===== src/rtl/regfile_dump_tx.sv =====
// Register-file dump initiator: sweeps an inclusive address range and sends it
// as a framed byte stream (header, MSB-first payload bytes, XOR checksum).
module regfile_dump_tx #(
  parameter int          DATA_WIDTH = 16,
  parameter int          ADDR_WIDTH = 5,
  parameter int          REG_DEPTH  = 32,
  parameter logic [7:0]  HDR_BYTE   = 8'hA5
) (
  input  logic                  clk,
  input  logic                  rst,
  input  logic                  start,
  input  logic [ADDR_WIDTH-1:0] first_addr,
  input  logic [ADDR_WIDTH-1:0] last_addr,
  output logic [ADDR_WIDTH-1:0] rf_read_addr,
  input  logic [DATA_WIDTH-1:0] rf_read_data,
  output logic [7:0]            tx_data,
  output logic                  tx_valid,
  input  logic                  tx_ready,
  output logic                  busy,
  output logic                  done
);

  // tx handshake: a byte moves on a posedge with tx_valid & tx_ready; once
  // tx_valid rises, tx_valid and tx_data hold until that transfer (or rst).

  localparam int BPW = DATA_WIDTH / 8;
  localparam int CW  = (BPW > 1) ? $clog2(BPW) : 1;
  localparam logic [CW-1:0] LAST_BYTE = CW'(BPW - 1);

  localparam logic [2:0] S_IDLE  = 3'd0;
  localparam logic [2:0] S_HDR   = 3'd1;
  localparam logic [2:0] S_FETCH = 3'd2;
  localparam logic [2:0] S_BYTES = 3'd3;
  localparam logic [2:0] S_CSUM  = 3'd4;
  localparam logic [2:0] S_DONE  = 3'd5;

  if (DATA_WIDTH % 8 != 0) begin : g_bad_width
    $error("DATA_WIDTH must be a multiple of 8");
  end
  if (REG_DEPTH != 2 ** ADDR_WIDTH) begin : g_bad_depth
    $error("REG_DEPTH must equal 2**ADDR_WIDTH");
  end

  logic [2:0]            state;
  logic [7:0]            checksum;
  logic [DATA_WIDTH-1:0] word_sr;
  logic [DATA_WIDTH-1:0] word_shift;
  logic [CW-1:0]         byte_cnt;
  logic [ADDR_WIDTH-1:0] regs_left;
  logic                  xfer;

  assign xfer       = tx_valid & tx_ready;
  assign word_shift = word_sr << 8;

  // regs_left counts registers still to fetch after the current one; the
  // natural ADDR_WIDTH wrap gives the mod-REG_DEPTH range length.
  always_ff @(posedge clk or posedge rst) begin
    if (rst) begin
      state        <= S_IDLE;
      rf_read_addr <= '0;
      tx_data      <= '0;
      tx_valid     <= 1'b0;
      busy         <= 1'b0;
      done         <= 1'b0;
      checksum     <= '0;
      word_sr      <= '0;
      byte_cnt     <= '0;
      regs_left    <= '0;
    end else begin
      case (state)
        S_IDLE: begin
          if (start) begin
            regs_left    <= last_addr - first_addr;
            rf_read_addr <= first_addr;
            checksum     <= '0;
            busy         <= 1'b1;
            tx_data      <= HDR_BYTE;
            tx_valid     <= 1'b1;
            state        <= S_HDR;
          end
        end
        S_HDR: begin
          if (xfer) begin
            tx_valid <= 1'b0;
            state    <= S_FETCH;
          end
        end
        S_FETCH: begin
          word_sr  <= rf_read_data;
          tx_data  <= rf_read_data[DATA_WIDTH-1 -: 8];
          tx_valid <= 1'b1;
          byte_cnt <= LAST_BYTE;
          state    <= S_BYTES;
        end
        S_BYTES: begin
          if (xfer) begin
            checksum <= checksum ^ tx_data;
            if (byte_cnt != '0) begin
              byte_cnt <= byte_cnt - 1'b1;
              word_sr  <= word_shift;
              tx_data  <= word_shift[DATA_WIDTH-1 -: 8];
            end else if (regs_left != '0) begin
              regs_left    <= regs_left - 1'b1;
              rf_read_addr <= rf_read_addr + 1'b1;
              tx_valid     <= 1'b0;
              state        <= S_FETCH;
            end else begin
              // The final payload byte is folded in here, same cycle it leaves.
              tx_data <= checksum ^ tx_data;
              state   <= S_CSUM;
            end
          end
        end
        S_CSUM: begin
          if (xfer) begin
            tx_valid <= 1'b0;
            done     <= 1'b1;
            state    <= S_DONE;
          end
        end
        S_DONE: begin
          done  <= 1'b0;
          busy  <= 1'b0;
          state <= S_IDLE;
        end
        default: state <= S_IDLE;
      endcase
    end
  end

endmodule


===== config.mk =====
export PLATFORM = sky130hd
export DESIGN_NAME = regfile_dump_tx
export DESIGN_NICKNAME = d
export VERILOG_FILES = /design/src/rtl/regfile_dump_tx.sv
export SDC_FILE = /design/constraint.sdc
export NUM_CORES = 1
export LEC_CHECK = 0
export CAP_MARGIN = 20
export CELL_PAD_IN_SITES_DETAIL_PLACEMENT = 1
export CELL_PAD_IN_SITES_GLOBAL_PLACEMENT = 1
export CORE_MARGIN = 4
export CORE_UTILIZATION = 41
export CTS_BUF_LIST = sky130_fd_sc_hd__clkbuf_4 sky130_fd_sc_hd__clkbuf_8
export DETAILED_ROUTE_END_ITERATION = 10
export GPL_ROUTABILITY_DRIVEN = 0
export HOLD_SLACK_MARGIN = 0.08
export PLACE_DENSITY = 0.8
export SYNTH_ARGS = -nofsm -noshare
export SYNTH_HDL_FRONTEND = slang
export SYNTH_SLANG_ARGS = --single-unit

===== constraint.sdc =====
create_clock -name clk -period 2.43 [get_ports clk]
set_input_delay 0.486 -clock clk [delete_from_list [all_inputs] [get_ports clk]]
set_output_delay 0.486 -clock clk [all_outputs]
set_load 0.05 [all_outputs]

==> flow_summary.ini, run 1 <==
[cells_and_area]
fillers = 653
nNetsFinal = 350
multi_input_area_sq_mm = 0.001304
layout_commonest_cell = clkdlybuf4s50_1
diodes = 0
drive_above_1_share_pct = 8.917
seq_area_sq_mm = 0.001026
post-route-util_pct = 54.93
final_cell_mix = 45 x clkdlybuf4s50_1, 43 x o21ai_0, 41 x dfrtp_1
area_delta_synth_final_pct = 27.29

[synth]
synth_seq_cells = 41
synth-edff-count = 0
yosys_warnings = 0
synth-async-reset-ratio_pct = 100.0
syn_nets = 304
synth_ff_type = dfrtp_1
syn_inst = 267
postSynthAreaPerCell_sq_um = 9.119
syn_area_sq_mm = 0.002435
yosysSeqAreaShare_pct = 42.14
yosys.cell_types.count = 43

[worst_hold_path]
worst_hold_path_type = reg2reg
holdPathEnd = word_sr[4]$_DFFE_PP0P_
hp-start = word_sr[4]$_DFFE_PP0P_
hold_depth = 1

[drt]
drtIter0Drc = 58
drc = 0
antenna_left = 0
vias = 2186
firstDrtPassIters = 4
wl_per_cell_um = 17.15
vias_per_cell = 5.663
routed_wl_mm = 6.620

[clock_tree]
clock-sinks = 41
clkSlewWorstSetupHoldPaths_ps = 80
cts_root_buffer = clkbuf_8
clockBufferDepth = 2
cts_hold_buf = 0
post_cts_buffers = 0
insertion_delay_ps = 300
cts_resized = 0
tritoncts = yes
cts_buffers = 5
htreeDepth = 2

[critical_path]
worstSetupStartpointType = flop
path_class = reg2reg
timing.rr.start = regs_left[0]$_DFFE_PP0P_
cp_max_fo = 8
reg2reg_depth = 6
ff2ff_setup_slack_ps = 310
worstReg2RegEnd = tx_data[5]$_DFFE_PP0P_
crit_path_end_kind = flop
worstPathRequired_ps = 2610
worstPathArrival_ps = 2310

[sta]
skew_ps = 3.633
rsz0062_at_grt = false
setup_violations = 0
fin_crit_ps = 2121
max_freq_ghz = 0.4715
finalSetupTns_ps = 0
finalMaxSlewViolations = 0
worst_pin_slew_ps = 551.8
slew_headroom_pct = 63.08
hold_viol_final = 0
min_period_over_period_pct = 87.27

[global_routing]
grt_pass1_wl_mm = 11.54
grt_max_degree = 42
overflow = 0
antenna_found_initial = 0
grt_pass1_vias = 2331
grt_usage_pct = 19.66

[floorplan]
die_y_um = 85.06
rows = 27
coreArea_sq_mm = 0.005642
die-width_um = 85.06
num_io_pins = 46
start_util_pct = 43.16
die_area_sq_mm = 0.007235

[power]
vdd_drop_max_v = 0.0005820
p_comb_share_pct = 55.2
power.internal_w = 0.002331
p_switching_w = 0.001990
seq_power_share_pct = 31.3
p_per_area_mw_per_mm2 = 1394
clockPowerShare_pct = 13.5
p_sw_share_pct = 46.06
leakage_nw = 1.318

[run_status]
status = finished clean

[placement]
io_buffers = 45
dp_hpwl_mm = 4.798

[job]
max-cap-violations = 0
-- critical path: stages, from the launching register on --
cell      delay (ps)
dfrtp_1          400
inv_1             90
ha_1             220
nor4b_4          360
o211ai_1         190
a21oi_4          370
mux2_2           390
-- per-layer routing --
layer	global-route usage [%]	up-vias	part of all wire, %
li1	-	1046	-
met1	26.85	1094	48
met2	31.64	41	47
met3	3.786	5	3.4
met4	5.755	0	1.1
met5	0	-	0
-- worst max-delay path by stage --
stage,start,to,slack [ps],cells after the start
2_1_floorplan,tx_valid$_DFFE_PP0P_,tx_data[0]$_DFFE_PP0P_,520,5
3_3_place_gp,first_addr[0],regs_left[1]$_DFFE_PP0P_,140,6
3_5_place_dp,first_addr[0],regs_left[1]$_DFFE_PP0P_,110,6
4_1_cts,regs_left[0]$_DFFE_PP0P_,tx_data[5]$_DFFE_PP0P_,310,6
5_1_grt,regs_left[0]$_DFFE_PP0P_,rf_read_addr[3]$_DFFE_PP0P_,130,6
6_report,regs_left[0]$_DFFE_PP0P_,tx_data[5]$_DFFE_PP0P_,310,6
-- cells in the mapped netlist (2+ instances only) --
library cell,count,area [sq um]
o21ai_0,43,215.2
dfrtp_1,41,1026
nor2_1,21,78.83
nand2_1,20,75.07
a21oi_1,15,75.07
clkbuf_1,12,45.04
inv_1,9,33.78
nand2b_1,9,56.30
a21o_1,8,60.06
a22o_1,8,70.07
mux2_2,8,90.09
ha_1,6,75.07
o211ai_1,6,45.04
xor2_1,6,52.55
nand3_1,5,25.02
nor3_1,5,25.02
a211o_1,4,35.03
nor2b_1,4,25.02
xnor2_1,4,35.03
buf_2,3,15.01
nand3b_1,3,22.52
o31ai_1,3,22.52
a31oi_1,2,12.51
and3b_1,2,17.52
o31a_1,2,17.52
-- state kept, by name, summed over array words and instances, names as in the netlist --
register and count:
checksum 8, busy 1, word_sr 8, tx_valid 1, tx_data 8, byte_cnt 1
rf_read_addr 5, done 1, state 3, regs_left 5
-- area by class of cell --
| class | instances | share of cell area (%) |
|---|---|---|
| inverter | 9 | 1.090 |
| tap | 72 | 2.907 |
| sequential | 41 | 33.10 |
| multi-input combinational | 201 | 42.07 |
| clock inverter | 2 | 1.211 |
| timing repair buffer | 55 | 16.96 |
| clock buffer | 6 | 2.665 |
-- power by group through the flow --
stage	clock network, W	registers (W)	logic (W)
floorplan	0	0.00167	0.00136
global placement	0	0.00134	0.00234
detailed placement	0	0.00136	0.00240
CTS	0.000595	0.00135	0.00241
global route	0.000629	0.00141	0.00264
finish	0.000583	0.00135	0.00239
-- cell families (layout without fill, tap and decap cells) --
group	count (synthesis)	count (layout)	share of synthesized area, %
flip-flops	41	41	42.14
XOR/XNOR	10	10	3.597
AND/OR/NAND/NOR	74	74	15.47
AO/OA/AOI/OAI	101	101	26.47
multiplexers	9	9	4.111
buffers and inverters	25	72	4.316
adder cells (fa/ha/maj)	7	7	3.905
-- metrics by stage --
stage | power [W] | hold WS, ps | area, sq um | setup slack [ps] | instances
2_1_floorplan | 0.003027 | 457.5 | 2435 | 519.1 | 267
3_3_place_gp | 0.003674 | 484.5 | 2979 | 143.0 | 378
3_5_place_dp | 0.003753 | 482.9 | 2979 | 110.0 | 378
4_1_cts | 0.004360 | 503.9 | 3099 | 307.8 | 386
5_1_grt | 0.004677 | 513.1 | 3099 | 128.8 | 386
6_report | 0.004322 | 502.8 | 3099 | 309.3 | 386
(Power assumes the default switching activity.)
==> run 2: changes to the inputs <==
--- a/config.mk
+++ b/config.mk
@@ -6,7 +6,7 @@
 export NUM_CORES = 1
 export LEC_CHECK = 0
 export CAP_MARGIN = 20
-export CELL_PAD_IN_SITES_DETAIL_PLACEMENT = 1
+export CELL_PAD_IN_SITES_DETAIL_PLACEMENT = 0
 export CELL_PAD_IN_SITES_GLOBAL_PLACEMENT = 1
 export CORE_MARGIN = 4
 export CORE_UTILIZATION = 41
@@ -14,7 +14,7 @@
 export DETAILED_ROUTE_END_ITERATION = 10
 export GPL_ROUTABILITY_DRIVEN = 0
 export HOLD_SLACK_MARGIN = 0.08
-export PLACE_DENSITY = 0.8
+export PLACE_DENSITY = 0.89
 export SYNTH_ARGS = -nofsm -noshare
 export SYNTH_HDL_FRONTEND = slang
 export SYNTH_SLANG_ARGS = --single-unit
==> flow_summary.ini, run 2 (synthesis gave the netlist of run 1 again) <==
[sta]
finalMaxSlewViolations = 0
hold_viol_final = 0
slew_headroom_pct = 64.69
finalSetupTns_ps = 0
min_period_over_period_pct = 86.47
worst_pin_slew_ps = 527.9
rsz0062_at_grt = false
max_freq_ghz = 0.4759
setup_ws_ps = 328.7
fin_crit_ps = 2101
setup_violations = 0
skew_ps = 5.221
hold_slack_ps = 499.9

[clock_tree]
htreeDepth = 2
cts_resized = 0
cts_hold_buf = 0
clkSlewWorstSetupHoldPaths_ps = 80
clockBufferDepth = 2
clock-sinks = 41
tritoncts = yes
insertion_delay_ps = 300
cts_buffers = 5
cts_root_buffer = clkbuf_8
post_cts_buffers = 0

[critical_path]
worstPathArrival_ps = 2290
ff2ff_setup_slack_ps = 330
worstPathRequired_ps = 2620
cp_max_fo = 8
path_class = reg2reg
worstSetupStartpointType = flop
crit_path_end_kind = flop

[cells_and_area]
drive_above_1_share_pct = 8.917
diodes = 0
multi_input_area_sq_mm = 0.001304
reg_top3 = checksum: 8 flops, tx_data: 8 flops, word_sr: 8 flops
stdcell_count = 386
seq_area_sq_mm = 0.001026
final_cell_mix = 45 x clkdlybuf4s50_1, 43 x o21ai_0, 41 x dfrtp_1
nNetsFinal = 350
layout_commonest_cell = clkdlybuf4s50_1
area_delta_synth_final_pct = 27.29
fillers = 508

[floorplan]
die-width_um = 85.06
die_y_um = 85.06
num_io_pins = 46
rows = 27
die_area_sq_mm = 0.007235
start_util_pct = 43.16
coreArea_sq_mm = 0.005642

[drt]
wl_per_cell_um = 15.27
vias = 2115
drtIter0Drc = 77
drc = 0
vias_per_cell = 5.479
routed_wl_mm = 5.893
antenna_left = 0
firstDrtPassIters = 4

[placement]
dp_hpwl_mm = 4.165
dp_slack_ps = 108.3
io_buffers = 45
dp.cells = 378

[global_routing]
grt_usage_pct = 17.13
overflow = 0
grt_pass1_wl_mm = 10.13
grt_pass1_vias = 2047
antenna_found_initial = 0
grt_max_degree = 42

[run_status]
status = finished clean

[worst_hold_path]
worst_hold_path_type = reg2reg

[job]
max-cap-violations = 0

[power]
vdd_drop_max_v = 0.0006424
leakage_nw = 1.318
p_per_area_mw_per_mm2 = 1381
-- run 2: cell counts in the layout (fill, tap and decap cells not counted) --
Identical to the previous run, type by type.
-- run 2: area by class of cell --
class                           instances  share of cell area (%)
Clock buffer                            6                   2.665
Clock inverter                          2                   1.211
Inverter                                9                   1.090
Multi-Input combinational cell        201                   42.07
Sequential cell                        41                   33.10
Tap cell                               72                   2.907
Timing Repair Buffer                   55                   16.96
-- run 2: power breakdown --
part	leakage, nW	internal [W]	switching (W)	total (W)
registers	0.501	0.000988	0.000366	0.00135
clock network	0.0574	0.000334	0.000254	0.000589
logic	0.760	0.00102	0.00132	0.00234
-- run 2: layer usage --
| metal | track usage [%] | vias up | wire length [um] |
|---|---|---|---|
| met2 | 26.91 | 50 | 2667 |
| met1 | 23.95 | 1009 | 2852 |
| met3 | 3.495 | 6 | 295 |
| li1 | - | 1050 | - |
| met5 | 0 | - | 0 |
| met4 | 4.748 | 0 | 77 |
-- run 2: per-stage QoR --
| stage | area [sq um] | utilization [%] | total power, W |
|---|---|---|---|
| finish | 3099 | 54.93 | 0.004281 |
| global route | 3099 | 54.93 | 0.004626 |
| CTS | 3099 | 54.93 | 0.004299 |
| detailed placement | 2979 | 52.81 | 0.003692 |
| global placement | 2979 | 52.81 | 0.003652 |
| floorplan | 2435 | - | 0.003027 |
-- run 2: final timing paths --
| path | start | endpoint | cells after the start |
|---|---|---|---|
| max in group asynchronous | rst | rf_read_addr[0]$_DFFE_PP0P_ | 3 |
| hold / removal | word_sr[6]$_DFFE_PP0P_ | word_sr[6]$_DFFE_PP0P_ | 1 |
| hold reg to reg | word_sr[6]$_DFFE_PP0P_ | word_sr[6]$_DFFE_PP0P_ | 1 |
| setup / recovery | regs_left[0]$_DFFE_PP0P_ | tx_data[2]$_DFFE_PP0P_ | 6 |
| setup reg to reg | regs_left[0]$_DFFE_PP0P_ | tx_data[2]$_DFFE_PP0P_ | 6 |
| min in group asynchronous | rst | tx_valid$_DFFE_PP0P_ | 3 |
-- run 2: critical path, stage by stage, from the launching register on --
cell and delay, ps:
dfrtp_1 400, inv_1 80, ha_1 200, nor4b_4 380
o211ai_1 200, a21oi_4 360, mux2_2 380
